<file path="src/rtl/mac24_seq.sv">
// mac24_seq: sequential 12x12 unsigned shift-add multiplier feeding a 24-bit
// accumulator with a sticky carry-out flag. One shared 24-bit adder
// (fa24bit_sc) serves both the partial-product additions and the final
// accumulate.
// Optional feature: define MAC24_SEQ_EARLY_EXIT_EN to end the multiply phase
// as soon as the remaining multiplier bits are all zero.

// Ripple-carry 24-bit full adder with carry-in and carry-out.
module fa24bit_sc (
    input  logic [23:0] a,
    input  logic [23:0] b,
    input  logic        cin,
    output logic [23:0] sum,
    output logic        cout
);
    logic [24:0] carry;

    assign carry[0] = cin;

    generate
        for (genvar gi = 0; gi < 24; gi++) begin : g_bit
            assign sum[gi]       = a[gi] ^ b[gi] ^ carry[gi];
            assign carry[gi + 1] = (a[gi] & b[gi]) | (carry[gi] & (a[gi] ^ b[gi]));
        end
    endgenerate

    assign cout = carry[24];
endmodule

module mac24_seq (
    input  logic        CLK,
    input  logic        RST,
    input  logic        START,
    input  logic [11:0] A_IN,
    input  logic [11:0] B_IN,
    input  logic        ACC_CLR,
    output logic        BUSY,
    output logic        DONE,
    output logic [23:0] ACC,
    output logic        OVF
);
    localparam logic [1:0] S_IDLE  = 2'd0;
    localparam logic [1:0] S_MUL   = 2'd1;
    localparam logic [1:0] S_ACCUM = 2'd2;
    localparam logic [1:0] S_DONE  = 2'd3;

    logic [1:0]  state;
    logic [23:0] mcand;
    logic [11:0] mplier;
    logic [23:0] p;
    logic [3:0]  cnt;
    logic [23:0] acc;
    logic        ovf;

    logic [23:0] add_a;
    logic [23:0] add_b;
    logic [23:0] add_sum;
    logic        add_cout;
    logic        mul_last;

    // Shared adder operand select: ACC+P while accumulating, P+MCAND otherwise.
    always_comb begin
        add_a = p;
        add_b = mcand;
        if (state == S_ACCUM) begin
            add_a = acc;
            add_b = p;
        end
    end

    fa24bit_sc u_add (
        .a    (add_a),
        .b    (add_b),
        .cin  (1'b0),
        .sum  (add_sum),
        .cout (add_cout)
    );

`ifdef MAC24_SEQ_EARLY_EXIT_EN
    // Stop once the multiplier shifted this cycle leaves no set bits.
    assign mul_last = (cnt == 4'd11) || (mplier[11:1] == 11'd0);
`else
    assign mul_last = (cnt == 4'd11);
`endif

    // FSM plus datapath registers; reset clears everything asynchronously.
    always_ff @(posedge CLK or posedge RST) begin
        if (RST) begin
            state  <= S_IDLE;
            mcand  <= 24'd0;
            mplier <= 12'd0;
            p      <= 24'd0;
            cnt    <= 4'd0;
            acc    <= 24'd0;
            ovf    <= 1'b0;
        end else begin
            case (state)
                S_IDLE: begin
                    if (ACC_CLR) begin
                        acc <= 24'd0;
                        ovf <= 1'b0;
                    end
                    if (START) begin
                        mcand  <= {12'd0, A_IN};
                        mplier <= B_IN;
                        p      <= 24'd0;
                        cnt    <= 4'd0;
                        state  <= S_MUL;
                    end
                end
                S_MUL: begin
                    // Carry-out cannot occur here; the product fits in 24 bits.
                    if (mplier[0]) begin
                        p <= add_sum;
                    end
                    mcand  <= {mcand[22:0], 1'b0};
                    mplier <= {1'b0, mplier[11:1]};
                    cnt    <= cnt + 4'd1;
                    if (mul_last) begin
                        state <= S_ACCUM;
                    end
                end
                S_ACCUM: begin
                    acc <= add_sum;
                    if (add_cout) begin
                        ovf <= 1'b1;
                    end
                    state <= S_DONE;
                end
                default: begin
                    state <= S_IDLE;
                end
            endcase
        end
    end

    assign BUSY = (state == S_MUL) || (state == S_ACCUM);
    assign DONE = (state == S_DONE);
    assign ACC  = acc;
    assign OVF  = ovf;
endmodule

</file>
<file path="config.mk">
export PLATFORM = sky130hd
export DESIGN_NAME = mac24_seq
export DESIGN_NICKNAME = d
export VERILOG_FILES = /design/src/rtl/mac24_seq.sv
export SDC_FILE = /design/constraint.sdc
export NUM_CORES = 1
export LEC_CHECK = 0
export CAP_MARGIN = 20
export CORE_AREA = 5 5 97 99
export CTS_BUF_LIST = sky130_fd_sc_hd__clkbuf_8 sky130_fd_sc_hd__clkbuf_16
export DETAILED_ROUTE_END_ITERATION = 7
export DIE_AREA = 0 0 102 104
export PLACE_DENSITY = 0.94
export SYNTH_ARGS = -nofsm -noshare
export SYNTH_HDL_FRONTEND = slang
export SYNTH_HIERARCHICAL = 1
export SYNTH_SLANG_ARGS = --single-unit
</file>
<file path="constraint.sdc">
create_clock -name CLK -period 17.2 [get_ports CLK]
set_input_delay 5.16 -clock CLK [delete_from_list [all_inputs] [get_ports CLK]]
set_output_delay 5.16 -clock CLK [all_outputs]
set_load 0.005 [all_outputs]
</file>
==> impl_metrics.py, run 1 <==
metrics = {
    "run_status": {
        "status": "completed",
    },
    "setup_path": {
        "crit_arrival_ps": 11830,
        "start_kind": "register",
        "r2r_start": "state[0]$_DFFE_PP0P_",
        "slowest_stage": "buf_4",
        "worstPathRequired_ps": 17490,
        "slowest_delay_ps": 480,
        "critical_path.max_fanout": 52,
        "reg2reg_to": "ACC[23]$_DFFE_PP0P_",
        "rrSetupSlack_ps": 5650,
        "worst-r2r-cell-count": 34,
        "cpMostUsedCell": "fa_1",
        "worstSetupPathType": "register to register",
        "endpoint_kind": "register",
    },
    "cts": {
        "cts.sinks": 91,
        "cts_tree": "yes",
        "post-cts-setup-buffer-count": 0,
        "cts_resized": 0,
        "cts-root-buf": "clkbuf_8",
        "clk_pin_slew_ps": 90,
        "clockBufferDepth": 2,
        "cts_buffers": 9,
        "hold_buffers": 0,
        "htree_levels": 3,
        "insertion_delay_ps": 370,
    },
    "layout": {
        "final.fill_count": 599,
        "layout-drive-gt1-share_pct": 16.81,
        "finalNonFillerCells": 578,
        "fin_area_um2": 5697,
        "layout.nets": 524,
        "area_growth_pct": 16.21,
        "final_common_cell": "dfrtp_1",
        "antenna-diode-count": 0,
        "layout_common_cells": "91 x dfrtp_1, 74 x nand2_1, 54 x clkdlybuf4s50_1, 50 x mux2_2, 49 x o21ai_0",
    },
    "power": {
        "p_leak_nw": 2.583,
        "p_per_area_nw_per_um2": 166.5,
        "ir_worst_vdd_mv": 0.07569,
    },
    "timing": {
        "hold_viol": 0,
        "rsz0062_at_grt": "no",
        "clock_skew_ps": 8.236,
        "finalHoldWorstSlack_ps": 487.7,
        "setup_tns_ps": 0,
        "setup_violations": 0,
        "tightest_slew_ps": 1057,
        "period_needed_ps": 11550,
        "fin_ws_ps": 5652,
        "fmax_mhz": 86.59,
        "finalCritPeriodShare_pct": 67.14,
        "relSlewSlack_pct": 29.48,
        "drv_slew": 0,
    },
    "worst_hold_path": {
        "hold_path_depth": 2,
        "min_to": "mplier[10]$_DFFE_PP0P_",
        "hold_class": "register to register",
        "hold_start": "mplier[10]$_DFFE_PP0P_",
    },
    "logic_synthesis": {
        "synth.avg_cell_area_um2": 11.59,
        "synth-seq-area-share_pct": 46.45,
        "synth_seq_cells": 91,
        "synth_top_area_share_pct": 46.45,
        "netlist_area_um2": 4902,
        "synth_cells": 423,
        "yosys_warnings": 6,
        "ys_types": 28,
        "synth_nets": 482,
        "yosysTopAreaCell": "dfrtp_1",
        "netlist_top_cells_area": "dfrtp_1 46%, mux2_2 11%, fa_1 9.8%, a22o_1 6.8%, nand2_1 5.7%",
    },
    "detailed_routing": {
        "highest_layer": "met4",
        "wl_met3_um": 547,
        "met1_length_um": 4340,
        "wire_per_inst_um": 17.42,
        "drt_iter0_markers": 202,
        "dr_total_vias": 3348,
        "route.met2.wl_um": 4999,
        "drc": 0,
        "wirelength_um": 10070,
        "first_pass_iters": 4,
        "ant_nets": 0,
        "viasPerCell": 5.792,
    },
    "floorplanning": {
        "ioPinCount": 55,
        "initial_core_util_pct": 57.91,
        "die_y_um": 104,
        "die_area_um2": 10610,
        "fp-row-count": 34,
        "fp.dieW_um": 102,
        "coreArea_um2": 8466,
    },
    "place": {
        "post_dp_cell_area_um2": 5474,
        "dpl_worst_slack_ps": 5680,
        "numPortBuffers": 54,
        "gp_congestion": 0.8322,
        "placedCellCount": 561,
        "post-dp-hpwl_um": 6801,
    },
    "grt": {
        "gr-total-overflow": 0,
        "grt_max_degree": 65,
        "grt_pass1_wl_um": 17130,
        "antenna_found_initial": 0,
        "grtUsageTotal_pct": 20.10,
        "grt_pass1_vias": 3584,
    },
    "job": {
        "maxCapViolCount": 0,
    },
}
[worst max-delay path by stage]
stage	cells past startpoint	from	endpoint	slack, ps
floorplan	35	state[0]$_DFFE_PP0P_	ACC[23]$_DFFE_PP0P_	6370
global placement	34	state[0]$_DFFE_PP0P_	ACC[23]$_DFFE_PP0P_	6000
detailed placement	34	state[0]$_DFFE_PP0P_	ACC[23]$_DFFE_PP0P_	5680
CTS	34	state[0]$_DFFE_PP0P_	ACC[23]$_DFFE_PP0P_	5650
global route	34	state[0]$_DFFE_PP0P_	ACC[23]$_DFFE_PP0P_	5190
finish	34	state[0]$_DFFE_PP0P_	ACC[23]$_DFFE_PP0P_	5650
[power by group]
part           internal (mW)  switching [mW]
clock                 0.0713          0.0767
sequential             0.282          0.0569
combinational          0.212           0.249
total                  0.566           0.383
[registers in the layout, summed over array words and instances, names as in the netlist]
name,cells
state,2
OVF,1
cnt,4
mcand,24
p,24
mplier,12
ACC,24
[critical path: cells and delay by family, from the launching register on]
| kind | cells | cell delay (ps) |
|---|---|---|
| AOI/OAI and AO/OA | 1 | 160 |
| muxes | 1 | 420 |
| DFF | 1 | 430 |
| and+or+nand+nor | 1 | 60 |
| buffers and inverters | 6 | 910 |
| adders and majority gates | 25 | 9480 |
[through the flow]
step	power, mW	util (%)
floorplan	0.6708	-
global placement	0.7666	64.66
detailed placement	0.7926	64.66
CTS	0.9474	67.06
global route	1.019	67.29
finish	0.9484	67.29
[final cells by class]
type                            instances  area (µm²)  area share [%]
Sequential cell                        91        2277           39.97
Tap cell                              108       135.1           2.372
Inverter                               14       53.80          0.9444
Clock inverter                          6       65.06           1.142
Multi-Input combinational cell        290        2437           42.79
Timing Repair Buffer                   59       590.6           10.37
Clock buffer                           10       137.6           2.416
[Yosys cell counts]
cell type and number:
dfrtp_1 91, nand2_1 74, mux2_2 50, o21ai_0 49, a22o_1 38, fa_1 24, mux2i_1 24, buf_2 14
inv_1 14, clkbuf_1 8, ha_1 7, nand2b_1 6, buf_4 4, a21oi_1 3, buf_6 2, nand3b_1 2
nor2_1 2, a21o_4 1, a31o_2 1, conb_1 1, mux2i_4 1, nand3_1 1, nor2b_1 1, nor2b_4 1
nor3b_4 1, o21bai_1 1, o221ai_1 1, o31ai_1 1
[kinds of logic after synthesis]
logic type	after synthesis	share of synthesized area, %
AO/OA/AOI/OAI	95	13.07
AND/OR/NAND/NOR	88	7.785
buffers and inverters	42	4.186
multiplexers	75	16.85
other	1	0.07650
adder cells (fa/ha/maj)	31	11.59
flip-flops	91	46.45
[layer usage]
| layer | GRT usage (%) | up-vias |
|---|---|---|
| met2 | 31.20 | 90 |
| li1 | - | 1544 |
| met4 | 8.060 | 0 |
| met5 | 0 | - |
| met3 | 3.488 | 16 |
| met1 | 27.97 | 1698 |
(Power assumes the default switching activity.)
==> inputs of run 2 (changes only) <==
- CORE_AREA: 5 5 97 99 -> 5 5 99 101
- DIE_AREA: 0 0 102 104 -> 0 0 104 106
- PLACE_DENSITY: 0.94 -> 0.91
- clock period: 17.2 -> 11.6 ns (I/O delays scaled with it)
==> run 2 against run 1 <==
Routed wire length is 4.8% higher. Sequential power rose by 49%. Cell count grew 0.69%. Worst setup slack got worse by 5200 ps. Largest power group unchanged. Highest routed layer unchanged.
==> impl_metrics.py, run 2 (same netlist as run 1, synthesis figures left out) <==
metrics = {
    "cts": {
        "cts-root-buf": "clkbuf_8",
        "cts_tree": "yes",
        "clockBufferDepth": 2,
        "cts_resized": 0,
        "post-cts-setup-buffer-count": 0,
        "insertion_delay_ps": 360,
        "htree_levels": 3,
        "clk_pin_slew_ps": 90,
        "cts_buffers": 9,
        "hold_buffers": 0,
        "cts.sinks": 91,
    },
    "floorplanning": {
        "coreArea_um2": 8934,
        "fp-row-count": 35,
        "ioPinCount": 55,
        "die_area_um2": 11020,
        "die_y_um": 106,
        "fp.dieW_um": 104,
        "initial_core_util_pct": 54.87,
    },
    "timing": {
        "fmax_mhz": 89.67,
        "fin_ws_ps": 447.7,
        "clock_skew_ps": 10.66,
        "finalCritPeriodShare_pct": 96.14,
        "rsz0062_at_grt": "no",
        "relSlewSlack_pct": 33.91,
        "period_needed_ps": 11150,
        "drv_slew": 0,
        "setup_violations": 0,
        "hold_viol": 0,
        "tightest_slew_ps": 989.3,
        "setup_tns_ps": 0,
    },
    "run_status": {
        "status": "completed",
    },
    "layout": {
        "final_core_util_pct": 64.38,
        "layout.area.seq_um2": 2277,
        "layout.nets": 525,
        "antenna-diode-count": 0,
        "fin_area_um2": 5752,
        "layout-drive-gt1-share_pct": 16.99,
        "final.fill_count": 681,
        "final_common_cell": "dfrtp_1",
        "area_growth_pct": 17.33,
        "layout_common_cells": "91 x dfrtp_1, 74 x nand2_1, 54 x clkdlybuf4s50_1, 50 x mux2_2, 49 x o21ai_0",
        "multiInputGateArea_um2": 2437,
    },
    "grt": {
        "gr-total-overflow": 0,
        "antenna_found_initial": 0,
        "grt_pass1_wl_um": 17480,
        "grtUsageTotal_pct": 19.41,
        "grt_max_degree": 65,
        "grt_pass1_vias": 3520,
    },
    "setup_path": {
        "worstSetupStartpoint": "state[0]$_DFFE_PP0P_",
        "rrSetupSlack_ps": 450,
        "worst-r2r-cell-count": 33,
        "worstSetupPathType": "register to register",
        "reg2reg_to": "ACC[23]$_DFFE_PP0P_",
        "critical_path.max_fanout": 4,
        "slowest_stage": "fa_1",
        "cpMostUsedCell": "fa_1",
        "r2r_start": "state[0]$_DFFE_PP0P_",
        "endpoint_kind": "register",
        "start_kind": "register",
        "crit_arrival_ps": 11430,
        "worstPathRequired_ps": 11880,
        "slowest_delay_ps": 460,
    },
    "power": {
        "cell_internal_pwr_uw": 865.8,
        "ir_worst_vdd_mv": 0.1005,
        "p_seq_share_pct": 34.9,
        "p_leak_nw": 2.607,
        "comb_power_share_pct": 48.2,
        "finalPower_mw": 1.444,
        "swShare_pct": 40.05,
        "p_per_area_nw_per_um2": 251.1,
        "clkPwrFrac_pct": 16.8,
        "switching_power_uw": 578.4,
    },
    "detailed_routing": {
        "viasPerCell": 5.790,
        "ant_nets": 0,
        "wire_per_inst_um": 18.13,
        "first_pass_iters": 5,
        "drc": 0,
        "wirelength_um": 10550,
        "dr_total_vias": 3370,
        "drt_iter0_markers": 183,
    },
    "worst_hold_path": {
        "min_to": "mplier[2]$_DFFE_PP0P_",
        "hold_class": "register to register",
        "hold_path_depth": 2,
        "hold_start": "mplier[2]$_DFFE_PP0P_",
    },
    "job": {
        "maxCapViolCount": 0,
    },
    "place": {
        "numPortBuffers": 54,
        "gp_congestion": 0.8318,
        "post-dp-hpwl_um": 6841,
        "dpl_worst_slack_ps": 613.7,
        "post_dp_cell_area_um2": 5478,
    },
}
==> run 2: cell types whose count changed in the layout (fill, tap and decap cells not counted) <==
cell	previous run	this run
buf_16	0	1
bufinv_16	1	2
clkinv_2	2	1
clkinv_4	0	1
clkinvlp_4	2	1
inv_6	0	1
inv_8	1	0
==> run 2: metal layers <==
metal	vias up	routed length, µm	share of wire [%]	track usage, %
met1	1713	4563	43	26.36
met3	15	621	5.9	5.222
met4	0	136	1.3	5.735
met5	-	0	0	0
met2	93	5232	50	30.78
li1	1549	-	-	-
==> run 2: metrics by stage <==
stage / std cells / hold slack, ps
floorplan: 423 / 449.6
global placement: 564 / 463.4
detailed placement: 564 / 474.7
CTS: 580 / 495.9
global route: 582 / 536.0
finish: 582 / 496.6
==> run 2: worst max-delay path by stage <==
stage | depth (start not counted) | endpoint | slack [ps]
floorplan | 35 | ACC[23]$_DFFE_PP0P_ | 770
global placement | 33 | ACC[23]$_DFFE_PP0P_ | 880
detailed placement | 33 | ACC[23]$_DFFE_PP0P_ | 610
CTS | 33 | ACC[23]$_DFFE_PP0P_ | 520
global route | 33 | ACC[23]$_DFFE_PP0P_ | 150
finish | 33 | ACC[23]$_DFFE_PP0P_ | 450
==> run 2: cell type report <==
type,instances,share of cell area [%]
clock buffers,10,2.393
clock inverters,6,1.544
inverters,14,0.9354
multi-input cells,290,42.38
flip-flops and latches,91,39.59
well taps,111,2.415
repair buffers,60,10.75
==> run 2: worst max-delay path, delay by kind of cell, from the launching register on <==
kind,cells,cell delay [ps]
AND/OR/NAND/NOR,1,50
adder cells (fa/ha/maj),25,9520
AO/OA/AOI/OAI,1,180
multiplexers,1,370
buffers and inverters,5,470
flip-flops,1,440
==> run 2: power by group through the flow <==
stage	clock [mW]	sequential, mW	combinational [mW]
2_1_floorplan	0	0.478	0.516
3_3_place_gp	0	0.499	0.639
3_5_place_dp	0	0.506	0.671
4_1_cts	0.247	0.502	0.679
5_1_grt	0.261	0.514	0.776
6_report	0.243	0.504	0.697
==> inputs of run 3 (changes only) <==
- CORE_AREA: 5 5 99 101 -> 10 10 104 106
- DIE_AREA: 0 0 104 106 -> 0 0 114 116
==> run 3 against run 2 <==
Global-route usage fell by 2.8 points. Total power fell by 0.43%. Maximum frequency rose by 0.42%. Sequential share of layout area rose by 0.19 points. Routed wire length rose by 1.7%. Final area fell by 0.48%. Clock power barely moved. Sequential cell count did not move. Worst setup slack improved by 47 ps. Core utilization rose by 1.6 points. Highest routed layer unchanged.
==> impl_metrics.py, run 3 (same netlist as run 1, synthesis figures left out) <==
metrics = {
    "power": {
        "p_leak_nw": 2.595,
        "ir_worst_vdd_mv": 0.1429,
        "switching_power_uw": 578.1,
        "swShare_pct": 40.20,
        "finalPower_mw": 1.438,
        "clkPwrFrac_pct": 17.0,
        "comb_power_share_pct": 48.0,
        "p_per_area_nw_per_um2": 251.2,
        "cell_internal_pwr_uw": 859.9,
        "p_seq_share_pct": 35.0,
    },
    "place": {
        "numPortBuffers": 54,
        "gp_congestion": 0.8336,
        "post-dp-hpwl_um": 7416,
        "placedCellCount": 561,
    },
    "detailed_routing": {
        "drc": 0,
        "drt_iter0_markers": 187,
        "dr_total_vias": 3353,
        "wire_per_inst_um": 18.57,
        "wirelength_um": 10730,
        "viasPerCell": 5.801,
        "first_pass_iters": 4,
        "ant_nets": 0,
    },
    "timing": {
        "setup_violations": 0,
        "tightest_slew_ps": 1092,
        "drv_slew": 0,
        "rsz0062_at_grt": "no",
        "hold_viol": 0,
        "period_needed_ps": 11110,
        "fmax_mhz": 90.04,
        "clock_skew_ps": 8.998,
        "setup_tns_ps": 0,
        "finalCritPeriodShare_pct": 95.74,
        "relSlewSlack_pct": 27.12,
    },
    "grt": {
        "grt_max_degree": 60,
        "antenna_found_initial": 0,
        "grt_pass1_wl_um": 17840,
        "grtUsageTotal_pct": 16.57,
        "grt_pass1_vias": 3586,
        "gr-total-overflow": 0,
    },
    "setup_path": {
        "slowest_delay_ps": 450,
        "cpMostUsedCell": "fa_1",
        "worstSetupPathType": "register to register",
        "endpoint_kind": "register",
        "crit_arrival_ps": 11390,
        "worst-r2r-cell-count": 33,
        "critical_path.max_fanout": 4,
        "slowest_stage": "fa_1",
        "worstPathRequired_ps": 11890,
        "start_kind": "register",
    },
    "cts": {
        "cts.sinks": 91,
        "cts_buffers": 9,
        "htree_levels": 3,
        "cts-root-buf": "clkbuf_8",
        "clk_pin_slew_ps": 100,
        "hold_buffers": 0,
        "clockBufferDepth": 2,
        "cts_resized": 0,
        "post-cts-setup-buffer-count": 0,
        "cts_tree": "yes",
        "insertion_delay_ps": 360,
    },
    "layout": {
        "final.fill_count": 643,
        "layout.nets": 524,
        "layout_common_cells": "91 x dfrtp_1, 74 x nand2_1, 54 x clkdlybuf4s50_1, 50 x mux2_2, 49 x o21ai_0",
        "final_common_cell": "dfrtp_1",
        "finalNonFillerCells": 578,
        "layout-drive-gt1-share_pct": 17.02,
        "area_growth_pct": 16.77,
        "final_core_util_pct": 65.96,
        "antenna-diode-count": 0,
    },
    "floorplanning": {
        "die_y_um": 116,
        "coreArea_um2": 8678,
        "initial_core_util_pct": 56.49,
        "ioPinCount": 55,
        "fp-row-count": 34,
        "fp.dieW_um": 114,
        "die_area_um2": 13220,
    },
    "worst_hold_path": {
        "hold_path_depth": 2,
        "hold_class": "register to register",
    },
    "run_status": {
        "status": "completed",
    },
    "job": {
        "maxCapViolCount": 0,
    },
}
run 3: final cells by class:
type                    count  area (µm²)  area share [%]
repair buffers             59       598.1           10.45
flip-flops and latches     91        2277           39.78
clock inverters             7       98.84           1.727
multi-input cells         290        2437           42.58
well taps                 108       135.1           2.361
clock buffers               9       123.9           2.164
inverters                  14       53.80          0.9399
run 3: per-stage QoR:
stage | area, µm² | hold slack (ps) | setup slack [ps]
final | 5724 | 498.1 | 494.4
after global routing | 5724 | 517.0 | 252.0
after CTS | 5697 | 502.1 | 520.8
after detailed placement | 5474 | 476.4 | 563.7
after global placement | 5474 | 462.0 | 879.9
after floorplan | 4902 | 449.6 | 770.5
run 3: power groups by stage:
stage / Combinational, mW / Clock (mW) / Sequential, mW
finish: 0.691 / 0.245 / 0.503
global route: 0.768 / 0.261 / 0.517
CTS: 0.681 / 0.247 / 0.502
detailed placement: 0.679 / 0 / 0.506
global placement: 0.644 / 0 / 0.499
floorplan: 0.516 / 0 / 0.478
run 3: worst paths after layout:
kind / start / endpoint / slack, ps
max: state[0]$_DFFE_PP0P_ / ACC[23]$_DFFE_PP0P_ / 490
min: mplier[5]$_DFFE_PP0P_ / mplier[5]$_DFFE_PP0P_ / 500
max reg2reg: state[0]$_DFFE_PP0P_ / ACC[23]$_DFFE_PP0P_ / 490
min reg2reg: mplier[5]$_DFFE_PP0P_ / mplier[5]$_DFFE_PP0P_ / 500
max in group asynchronous: RST / p[7]$_DFFE_PP0P_ / 6990
min in group asynchronous: RST / ACC[12]$_DFFE_PP0P_ / 3480
run 3: metal layers:
metal	track usage (%)	wire length, µm	part of all wire, %	up-vias
met4	4.595	149	1.4	0
met3	4.651	740	6.9	14
met5	0	0	0	-
li1	-	-	-	1545
met2	27.68	5414	50	97
met1	20.65	4425	41	1697
run 3: worst max-delay path, delay by kind of cell (launching register included):
kind                     cells  cell delay, ps
AO/OA/AOI/OAI                1             150
adder cells (fa/ha/maj)     25            9620
buffers and inverters        5             440
flip-flops                   1             430
multiplexers                 1             360
AND/OR/NAND/NOR              1              50
